==> src/rtl/q_output_port_if.sv <==
// q_output_port_if
//   Bundles the CPU-facing strobe/data and the serial-side status lines of
//   the Q output port so that the port and its users share one connection.
//
//   Signals:
//     qWrite    CPU -> port   one-cycle strobe, Q register just loaded
//     qData     CPU -> port   Q register value, valid while qWrite=1
//     tx        port -> line  asynchronous serial output, idle high
//     busy      port -> CPU   FIFO non-empty or a frame in flight
//     full      port -> CPU   FIFO holds DEPTH entries
//     overflow  port -> CPU   sticky: a write was dropped since reset
//
//   Modports:
//     master  the CPU side (drives qWrite/qData, observes status)
//     slave   the port itself
interface q_output_port_if;
  logic       qWrite;
  logic [7:0] qData;
  logic       tx;
  logic       busy;
  logic       full;
  logic       overflow;

  modport master (
    output qWrite,
    output qData,
    input  tx,
    input  busy,
    input  full,
    input  overflow
  );

  modport slave (
    input  qWrite,
    input  qData,
    output tx,
    output busy,
    output full,
    output overflow
  );
endinterface

==> src/rtl/q_output_port.sv <==
// q_output_port
//   Sits directly downstream of the CPU's Q register. Every byte the CPU
//   writes to Q is queued in a small FIFO and then sent out on a single
//   8N1 asynchronous serial line, LSB first, so a program can emit bytes
//   without stalling. Writes that arrive while the FIFO is full (and no
//   byte leaves on the same edge) are dropped and flagged by a sticky
//   overflow bit.
//
//   Parameters:
//     DIV    clk cycles per serial bit (1..255)
//     DEPTH  FIFO entries (power of two, 2..16)
//
//   Ports:
//     clk       system clock, all state changes on its rising edge
//     resetBar  synchronous active-low reset
//     bus       q_output_port_if.slave: qWrite/qData in,
//               tx/busy/full/overflow out
//
//   Frame timing: a byte popped at edge n drives the start bit right after
//   edge n; the frame occupies exactly 10*DIV cycles, followed by one IDLE
//   cycle before the next pop, giving a period of 10*DIV+1 cycles when the
//   FIFO stays non-empty.
module q_output_port #(
  parameter int DIV   = 4,
  parameter int DEPTH = 4
) (
  input  logic              clk,
  input  logic              resetBar,
  q_output_port_if.slave    bus
);

  localparam int AW = (DEPTH > 1) ? $clog2(DEPTH) : 1;
  localparam int CW = AW + 1;

  localparam logic [CW-1:0] FULL_COUNT = CW'(DEPTH);
  localparam logic [CW-1:0] ONE_COUNT  = CW'(1);
  localparam logic [AW-1:0] ONE_PTR    = AW'(1);
  localparam logic [7:0]    DIV_LAST   = 8'(DIV - 1);

  typedef enum logic [1:0] {
    IDLE  = 2'd0,
    START = 2'd1,
    DATA  = 2'd2,
    STOP  = 2'd3
  } state_t;

  // ---------------------------------------------------------------------
  // State
  // ---------------------------------------------------------------------
  logic [7:0]    mem [DEPTH];

  logic [AW-1:0] rd_ptr_reg, rd_ptr_next;
  logic [AW-1:0] wr_ptr_reg, wr_ptr_next;
  logic [CW-1:0] count_reg,  count_next;
  logic          overflow_reg, overflow_next;

  state_t        state_reg, state_next;
  logic [7:0]    div_reg,   div_next;
  logic [2:0]    bit_reg,   bit_next;
  logic [7:0]    shift_reg, shift_next;
  logic          tx_reg,    tx_next;

  // ---------------------------------------------------------------------
  // FIFO control
  // ---------------------------------------------------------------------
  logic pop;
  logic push;
  logic div_last;

  // A pop only happens from IDLE, which is what inserts the single idle
  // cycle between back-to-back frames.
  assign pop      = (state_reg == IDLE) && (count_reg != '0);
  // A full FIFO can still accept a byte on the very edge its head leaves.
  assign push     = bus.qWrite && ((count_reg != FULL_COUNT) || pop);
  assign div_last = (div_reg == DIV_LAST);

  always_comb begin
    rd_ptr_next   = rd_ptr_reg;
    wr_ptr_next   = wr_ptr_reg;
    count_next    = count_reg;
    overflow_next = overflow_reg;

    if (pop)  rd_ptr_next = rd_ptr_reg + ONE_PTR;
    if (push) wr_ptr_next = wr_ptr_reg + ONE_PTR;

    case ({push, pop})
      2'b10:   count_next = count_reg + ONE_COUNT;
      2'b01:   count_next = count_reg - ONE_COUNT;
      default: count_next = count_reg;
    endcase

    if (bus.qWrite && !push) overflow_next = 1'b1;
  end

  // ---------------------------------------------------------------------
  // Transmit FSM (next-state / datapath)
  // ---------------------------------------------------------------------
  always_comb begin
    state_next = state_reg;
    div_next   = div_reg;
    bit_next   = bit_reg;
    shift_next = shift_reg;

    case (state_reg)
      IDLE: begin
        if (pop) begin
          shift_next = mem[rd_ptr_reg];
          div_next   = '0;
          state_next = START;
        end
      end

      START: begin
        if (div_last) begin
          div_next   = '0;
          bit_next   = '0;
          state_next = DATA;
        end else begin
          div_next = div_reg + 8'd1;
        end
      end

      DATA: begin
        if (div_last) begin
          div_next   = '0;
          shift_next = {1'b0, shift_reg[7:1]};
          bit_next   = bit_reg + 3'd1;
          if (bit_reg == 3'd7) state_next = STOP;
        end else begin
          div_next = div_reg + 8'd1;
        end
      end

      STOP: begin
        if (div_last) begin
          div_next   = '0;
          state_next = IDLE;
        end else begin
          div_next = div_reg + 8'd1;
        end
      end

      default: state_next = IDLE;
    endcase

    // The line level is decided from where the FSM will be after the edge
    // and registered, so tx changes exactly on clock edges with no glitch.
    // In DATA the bit on the line is always the LSB of the shift register.
    case (state_next)
      START:   tx_next = 1'b0;
      DATA:    tx_next = shift_next[0];
      default: tx_next = 1'b1;
    endcase
  end

  // ---------------------------------------------------------------------
  // Registers
  // ---------------------------------------------------------------------
  always_ff @(posedge clk) begin
    if (!resetBar) begin
      rd_ptr_reg   <= '0;
      wr_ptr_reg   <= '0;
      count_reg    <= '0;
      overflow_reg <= 1'b0;
      state_reg    <= IDLE;
      div_reg      <= '0;
      bit_reg      <= '0;
      shift_reg    <= '0;
      tx_reg       <= 1'b1;
    end else begin
      rd_ptr_reg   <= rd_ptr_next;
      wr_ptr_reg   <= wr_ptr_next;
      count_reg    <= count_next;
      overflow_reg <= overflow_next;
      state_reg    <= state_next;
      div_reg      <= div_next;
      bit_reg      <= bit_next;
      shift_reg    <= shift_next;
      tx_reg       <= tx_next;
    end
  end

  // Storage needs no reset: an entry is only read after it was written.
  // When full with a simultaneous pop, wr_ptr equals rd_ptr; the head is
  // captured into the shift register from the pre-edge contents, so the
  // overwrite on the same edge is safe.
  always_ff @(posedge clk) begin
    if (resetBar && push) mem[wr_ptr_reg] <= bus.qData;
  end

  // ---------------------------------------------------------------------
  // Outputs
  // ---------------------------------------------------------------------
  assign bus.tx       = tx_reg;
  assign bus.busy     = (state_reg != IDLE) || (count_reg != '0);
  assign bus.full     = (count_reg == FULL_COUNT);
  assign bus.overflow = overflow_reg;

endmodule

==> src/flat_wrapper.sv <==
// flat-port wrapper written by rule: the top's interface ports become plain ports
module q_output_port_flat 
#(
  parameter int DIV   = 4,
  parameter int DEPTH = 4
)
  (clk, resetBar, bus_qWrite, bus_qData, bus_tx, bus_busy, bus_full, bus_overflow);
  q_output_port_if bus_i ();
  input  logic clk;
  input  logic resetBar;
  input wire logic [$bits(bus_i.qWrite)-1:0] bus_qWrite;
  input wire logic [$bits(bus_i.qData)-1:0] bus_qData;
  output wire logic [$bits(bus_i.tx)-1:0] bus_tx;
  output wire logic [$bits(bus_i.busy)-1:0] bus_busy;
  output wire logic [$bits(bus_i.full)-1:0] bus_full;
  output wire logic [$bits(bus_i.overflow)-1:0] bus_overflow;
  assign bus_i.qWrite = bus_qWrite;
  assign bus_i.qData = bus_qData;
  assign bus_tx = bus_i.tx;
  assign bus_busy = bus_i.busy;
  assign bus_full = bus_i.full;
  assign bus_overflow = bus_i.overflow;
  q_output_port #(.DIV(DIV), .DEPTH(DEPTH)) u_core (.clk(clk), .resetBar(resetBar), .bus(bus_i));
endmodule
==> config.mk <==
export PLATFORM = sky130hd
export DESIGN_NAME = q_output_port_flat
export DESIGN_NICKNAME = d
export VERILOG_FILES = /design/src/rtl/q_output_port_if.sv /design/src/rtl/q_output_port.sv /design/src/flat_wrapper.sv
export SDC_FILE = /design/constraint.sdc
export NUM_CORES = 1
export LEC_CHECK = 0
export CAP_MARGIN = 20
export CORE_UTILIZATION = 57
export CTS_CLUSTER_SIZE = 14
export DETAILED_ROUTE_END_ITERATION = 10
export GPL_TIMING_DRIVEN = 0
export PLACE_DENSITY = 0.82
export SLEW_MARGIN = 40
export SYNTH_ARGS = -nofsm -noshare
export SYNTH_HDL_FRONTEND = slang
export SYNTH_SLANG_ARGS = --single-unit
==> constraint.sdc <==
create_clock -name clk -period 5.1 [get_ports clk]
set_input_delay 0.51 -clock clk [delete_from_list [all_inputs] [get_ports clk]]
set_output_delay 0.51 -clock clk [all_outputs]
set_load 0.01 [all_outputs]
==> results of run 1 <==
==> cell type report <==
class / instances / area (µm²) / area share (%)
multi-input combinational: 144 / 1130 / 34.9
inverter: 8 / 30.0 / 0.930
tap: 67 / 83.8 / 2.60
clock buffer: 9 / 124 / 3.84
buffer: 13 / 67.6 / 2.09
clock inverter: 7 / 55.1 / 1.71
sequential: 64 / 1600 / 49.6
timing repair buffer: 14 / 140 / 4.34
==> path summary, 6_finish.rpt <==
kind	start	to	slack, ns	depth (start not counted)
setup / recovery	u_core.count_reg[1]	bus_busy	2.52	3
hold / removal	u_core.bus.overflow	u_core.bus.overflow	0.47	2
setup reg to reg	u_core.state_reg[1]	u_core.count_reg[2]	2.84	8
hold reg to reg	u_core.bus.overflow	u_core.bus.overflow	0.47	2
==> layer usage <==
metal  global-route usage, %  part of all wire, %  vias up
met5                       0                    0        -
met4                    12.9                  2.2        0
met3                    4.17                  3.6       10
met1                    27.9                   45      921
li1                        -                    -      929
met2                    32.5                   49       37
==> logic make-up after synthesis <==
logic type / share of synthesized area, %
muxes: 7.44
AOI/OAI and AO/OA: 13.0
xor gates and xnor gates: 1.24
buffers and inverters: 3.45
adders and majority gates: 3.81
and+or+nand+nor: 14.4
DFF: 56.7
==> report_power, final <==
group / total, mW / leakage (nW) / internal (mW) / switching [mW]
clock: 0.388 / 0.0862 / 0.180 / 0.208
combinational: 0.444 / 0.513 / 0.191 / 0.253
sequential: 0.653 / 0.552 / 0.613 / 0.0399
==> cells in the final DEF (no fill, tap or decap), types with 3 or more instances in the layout <==
| master | count |
|---|---|
| dfxtp_1 | 32 |
| edfxtp_1 | 32 |
| a21oi_1 | 16 |
| clkdlybuf4s50_1 | 14 |
| nor2_1 | 13 |
| nand3_1 | 12 |
| and3_1 | 9 |
| clkbuf_8 | 9 |
| nand2_1 | 8 |
| mux4_2 | 8 |
| inv_1 | 7 |
| nor3_1 | 7 |
| a22oi_1 | 7 |
| ha_1 | 7 |
| buf_2 | 6 |
| nand2b_1 | 6 |
| clkbuf_1 | 4 |
| a311oi_1 | 3 |
| mux2i_1 | 3 |
| a21boi_0 | 3 |
| o21a_1 | 3 |
| o311a_1 | 3 |
==> critical path, cell delays in order (launching register included) <==
cell and delay (ns):
dfxtp_1 0.36, nor3_1 0.48, nand2_1 0.32, clkdlybuf4s50_1 0.56
==> metrics.txt, run 1 <==
Final GP Congestion 0.772; Post-synth ARST share 0%; Placed Cells 310; Longest Clk Path Bufs 2; Initial Utilization 59.4%; Design Power 1.49 mW; Synth area leader edfxtp_1; CP Max Fanout 7; Post-Synthesis Cells 229; grt ovf 0; number of port buffers 14; Distinct cells, synth 51; # resized after CTS 0; status finished clean; TNS Setup 0 ns; Static Leak 1.15 nW; Pre-antenna DRT Iters 4; fin cells 326; vias post-DR 1897; worst min-delay path class reg -> reg; core area 0.00475 mm²; layout filler cell count 357; Yosys reg bits 64; WP data arrival 2.07 ns; final worst-path cycle share 50.5%; unrepaired setup endpoints after global routing no; vias in the first global route 1688; DR WL/cell 15.3 µm; final WL 5000 µm; Post-DRT Antenna Nets 0; Synth top area share 34.0%; VDD IR max 0.247 mV; slew margin rel. 63.0%; clock slew at reported path FFs 0.08 ns; detailed placer's ending HPWL 3440 µm; Tot GR Track Use 21.2%; skew final 0.00658 ns; Final Setup Violations 0; Via density 5.82; antenna violations before repair 0; Final Util 67.9%; ranking of synthesized cells by area edfxtp_1 34%, dfxtp_1 23%, mux4_2 6.4%; design area 0.00323 mm²; Worst Tran Pin Value 0.551 ns; Max-cap violations 0; Critical Path RT 4.59 ns; nets@finish 273; Tmin final 2.58 ns; Post-CTS Setup Inserts 0; syn_area_per_cell 12.3 µm²; TritonCTS Sinks 64; CTS tree built; global-route wire length before repair 8070 µm; Post-synth top cells 32 x dfxtp_1, 32 x edfxtp_1, 16 x a21oi_1, 13 x nor2_1, 12 x nand3_1; Power Dens Cells 460 mW/mm²; Synth Cell Area 0.00283 mm²; Starting DRT DRC Count 118; f_max 388 MHz; Slew Viols, Final 0; total CTS buffers 9; dpl ws 2.52 ns; maximum level of the CTS H-tree 3; Die ar. 0.00524 mm²; die width 72.4 µm; Ys Warns 0; Hold Slack 0.467 ns; Root Buffer clkbuf_8; number of synthesized flops with an enable pin 32; element type at the critical path end output port; Setup CP Type reg -> out; register area share after synthesis 56.7%; Largest register FFs 32; largest net degree at the start of global routing 14; boundary pin count 15; Die H 72.4 µm; Layout area overhead 14.3%; hold_buf cts 0; Hold Vio Cnt, Final 0; CP startpoint kind register; Most used DFF post-synth edfxtp_1; Setup WS post-layout 2.52 ns; Placed Area 0.00305 mm²; layout cells sized above 1 15.1%; diode count 0; row cnt 25; # DRC 0; Mapped Nets 248; Worst-Skew Late Latency 0.34 ns
No activity file was read; power rests on OpenSTA's default activity.
==> inputs of run 2 (changes only) <==
==> constraint.sdc (replaced) <==
create_clock -name clk -period 2.4 [get_ports clk]
set_input_delay 0.24 -clock clk [delete_from_list [all_inputs] [get_ports clk]]
set_output_delay 0.24 -clock clk [all_outputs]
set_load 0.01 [all_outputs]
==> results of run 2 <==
The final DEF is identical to that of run 1. Status: finished clean.
Among the figures that moved: setup slack after placement 2.52 ns -> 0.0873 ns; setup slack after layout 2.52 ns -> 0.0923 ns; register-to-register setup slack 2.84 ns -> 0.14 ns; total power 1.49 mW -> 3.16 mW; worst IR drop on VDD 0.247 mV -> 0.525 mV
==> inputs of run 3 (changes only) <==
--- a/config.mk
+++ b/config.mk
@@ -6,11 +6,11 @@
 export NUM_CORES = 1
 export LEC_CHECK = 0
 export CAP_MARGIN = 20
-export CORE_UTILIZATION = 57
+export CORE_UTILIZATION = 35
 export CTS_CLUSTER_SIZE = 14
 export DETAILED_ROUTE_END_ITERATION = 10
 export GPL_TIMING_DRIVEN = 0
-export PLACE_DENSITY = 0.82
+export PLACE_DENSITY = 0.57
 export SLEW_MARGIN = 40
 export SYNTH_ARGS = -nofsm -noshare
 export SYNTH_HDL_FRONTEND = slang
==> run 3 against run 2 <==
  * Sequential cell count is the same
  * Die area rose by 61%
  * Routed wire length rose by 6.4%
  * Global-route usage shrank 7.2 points
  * Via count fell by 0.95%
  * First-iteration DRC count is 38% lower
  * Utilization fell by 25 points
  * Sequential power hardly changed
  * Combinational power rose by 0.7%
  * Critical path type is now reg -> reg
  * Largest power group unchanged
==> metrics.txt, run 3 (synthesis gave the netlist of run 1 again) <==
R2R Setup Slk 0.15 ns; Longest Clk Path Bufs 2; dpl ws 0.0382 ns; final worst-path cycle share 93.6%; Power Dens Cells 988 mW/mm²; fin cells 361; die width 91.8 µm; Max-cap violations 0; Starting DRT DRC Count 73; Via density 5.20; Pre-antenna DRT Iters 4; design area 0.00329 mm²; TNS Setup 0 ns; Hold Vio Cnt, Final 0; slowest CP cell fa_1; Static Leak 1.16 nW; worst r2r src u_core.state_reg[1]; Setup CP Type reg -> reg; CP Max Fanout 6; Final Setup Violations 0; Placed Cells 345; Post-DRT Antenna Nets 0; CP peak stage delay 0.47 ns; Post-CTS Setup Inserts 0; boundary pin count 15; largest net degree at the start of global routing 13; Tot GR Track Use 13.9%; DR WL/cell 14.7 µm; CP startpoint kind register; f_max 445 MHz; Die ar. 0.00844 mm²; vias in the first global route 1841; Die H 91.8 µm; Design Power 3.25 mW; CTS tree built; Tmin final 2.25 ns; vias post-DR 1879; WP data arrival 2.45 ns; hold path start u_core.bus.overflow; unrepaired setup endpoints after global routing no; most frequent cells in the layout 32 x dfxtp_1, 32 x edfxtp_1, 16 x a21oi_1; Initial Utilization 36.4%; nets@finish 273; Final GP Congestion 0.720; Setup WS post-layout 0.153 ns; detailed placer's ending HPWL 3500 µm; crit path cell chain or2_0, buf_2, or3_1, fa_1, inv_1, nor4_1, a311oi_1, a2111oi_1; Worst-Skew Late Latency 0.34 ns; element type at the critical path end register; worst min-delay path class reg -> reg; Largest register FFs 32; Worst Tran Pin Value 0.537 ns; antenna violations before repair 0; # DRC 0; final WL 5320 µm; grt ovf 0; WHS Endpoint u_core.bus.overflow; status finished clean; maximum level of the CTS H-tree 3; Critical Path RT 2.61 ns; total CTS buffers 9; Layout area overhead 16.6%; FF-to-FF path depth 8; row cnt 32; slew margin rel. 64.2%; core area 0.00777 mm²; Min-Delay Path Depth 2; Slew Viols, Final 0; TritonCTS Sinks 64; layout cells sized above 1 15.1%; R2R Path End u_core.count_reg[2]; number of port buffers 14; diode count 0; Root Buffer clkbuf_8; VDD IR max 0.476 mV; clock slew at reported path FFs 0.07 ns; skew final 0.0104 ns; global-route wire length before repair 9030 µm; Placed Area 0.00309 mm²
[run 3: changes by cell type in the layout (fill, tap and decap cells not counted)]
cell / change
clkinv_1: +1
nor3_1: -1
clkinvlp_4: -1
inv_6: -2
bufinv_16: +1
nor3_2: +1
clkinv_4: +1
[run 3: through the flow]
stage | hold slack (ns) | utilization [%]
floorplan | 0.339 | -
global placement | 0.453 | 39.8
detailed placement | 0.462 | 39.8
CTS | 0.477 | 42.3
global route | 0.491 | 42.4
finish | 0.469 | 42.4
[run 3: worst max path at each step]
stage | to | slack (ns) | depth (start not counted) | startpoint
6_report | u_core.count_reg[2] | 0.15 | 8 | u_core.state_reg[1]
5_1_grt | u_core.count_reg[2] | 0.006 | 7 | u_core.state_reg[1]
4_1_cts | u_core.count_reg[2] | 0.08 | 7 | u_core.state_reg[1]
3_5_place_dp | u_core.count_reg[2] | 0.04 | 6 | bus_qWrite
3_3_place_gp | u_core.count_reg[2] | 0.06 | 6 | bus_qWrite
2_1_floorplan | u_core.count_reg[2] | 0.31 | 7 | u_core.state_reg[0]
[run 3: layout make-up]
| class | count | area (µm²) |
|---|---|---|
| clock buffer | 9 | 124 |
| clock inverter | 7 | 72.6 |
| fill | 748 | 4470 |
| multi-input combinational | 144 | 1130 |
| tap | 102 | 128 |
| buffer | 13 | 67.6 |
| timing repair buffer | 14 | 140 |
| inverter | 8 | 30.0 |
| sequential | 64 | 1600 |
[run 3: what timing repair did]
item / CTS / global route
resized for setup: 0 / 1
endpoints found under the hold margin: 0 / 0
endpoints found under the setup margin: 0 / 2
hold buffers: 0 / 0
[run 3: critical path: cells and delay by family (launching register included)]
| kind | cells | cell delay [ns] |
|---|---|---|
| AOI/OAI and AO/OA | 2 | 0.35 |
| adders and majority gates | 1 | 0.47 |
| buffers and inverters | 2 | 0.28 |
| DFF | 1 | 0.34 |
| and+or+nand+nor | 3 | 0.68 |
[run 3: where the power goes]
part	internal (mW)	switching, mW
clock network	0.479	0.435
logic	0.408	0.543
registers	1.30	0.0853
total	2.19	1.06
[run 3: per-layer routing]
layer / vias to the layer above / wire length [µm] / track usage (%)
li1: 927 / - / -
met1: 924 / 2510 / 17.4
met2: 19 / 2550 / 22.6
met3: 9 / 148 / 4.06
met4: 0 / 100 / 5.86
met5: - / 0 / 0
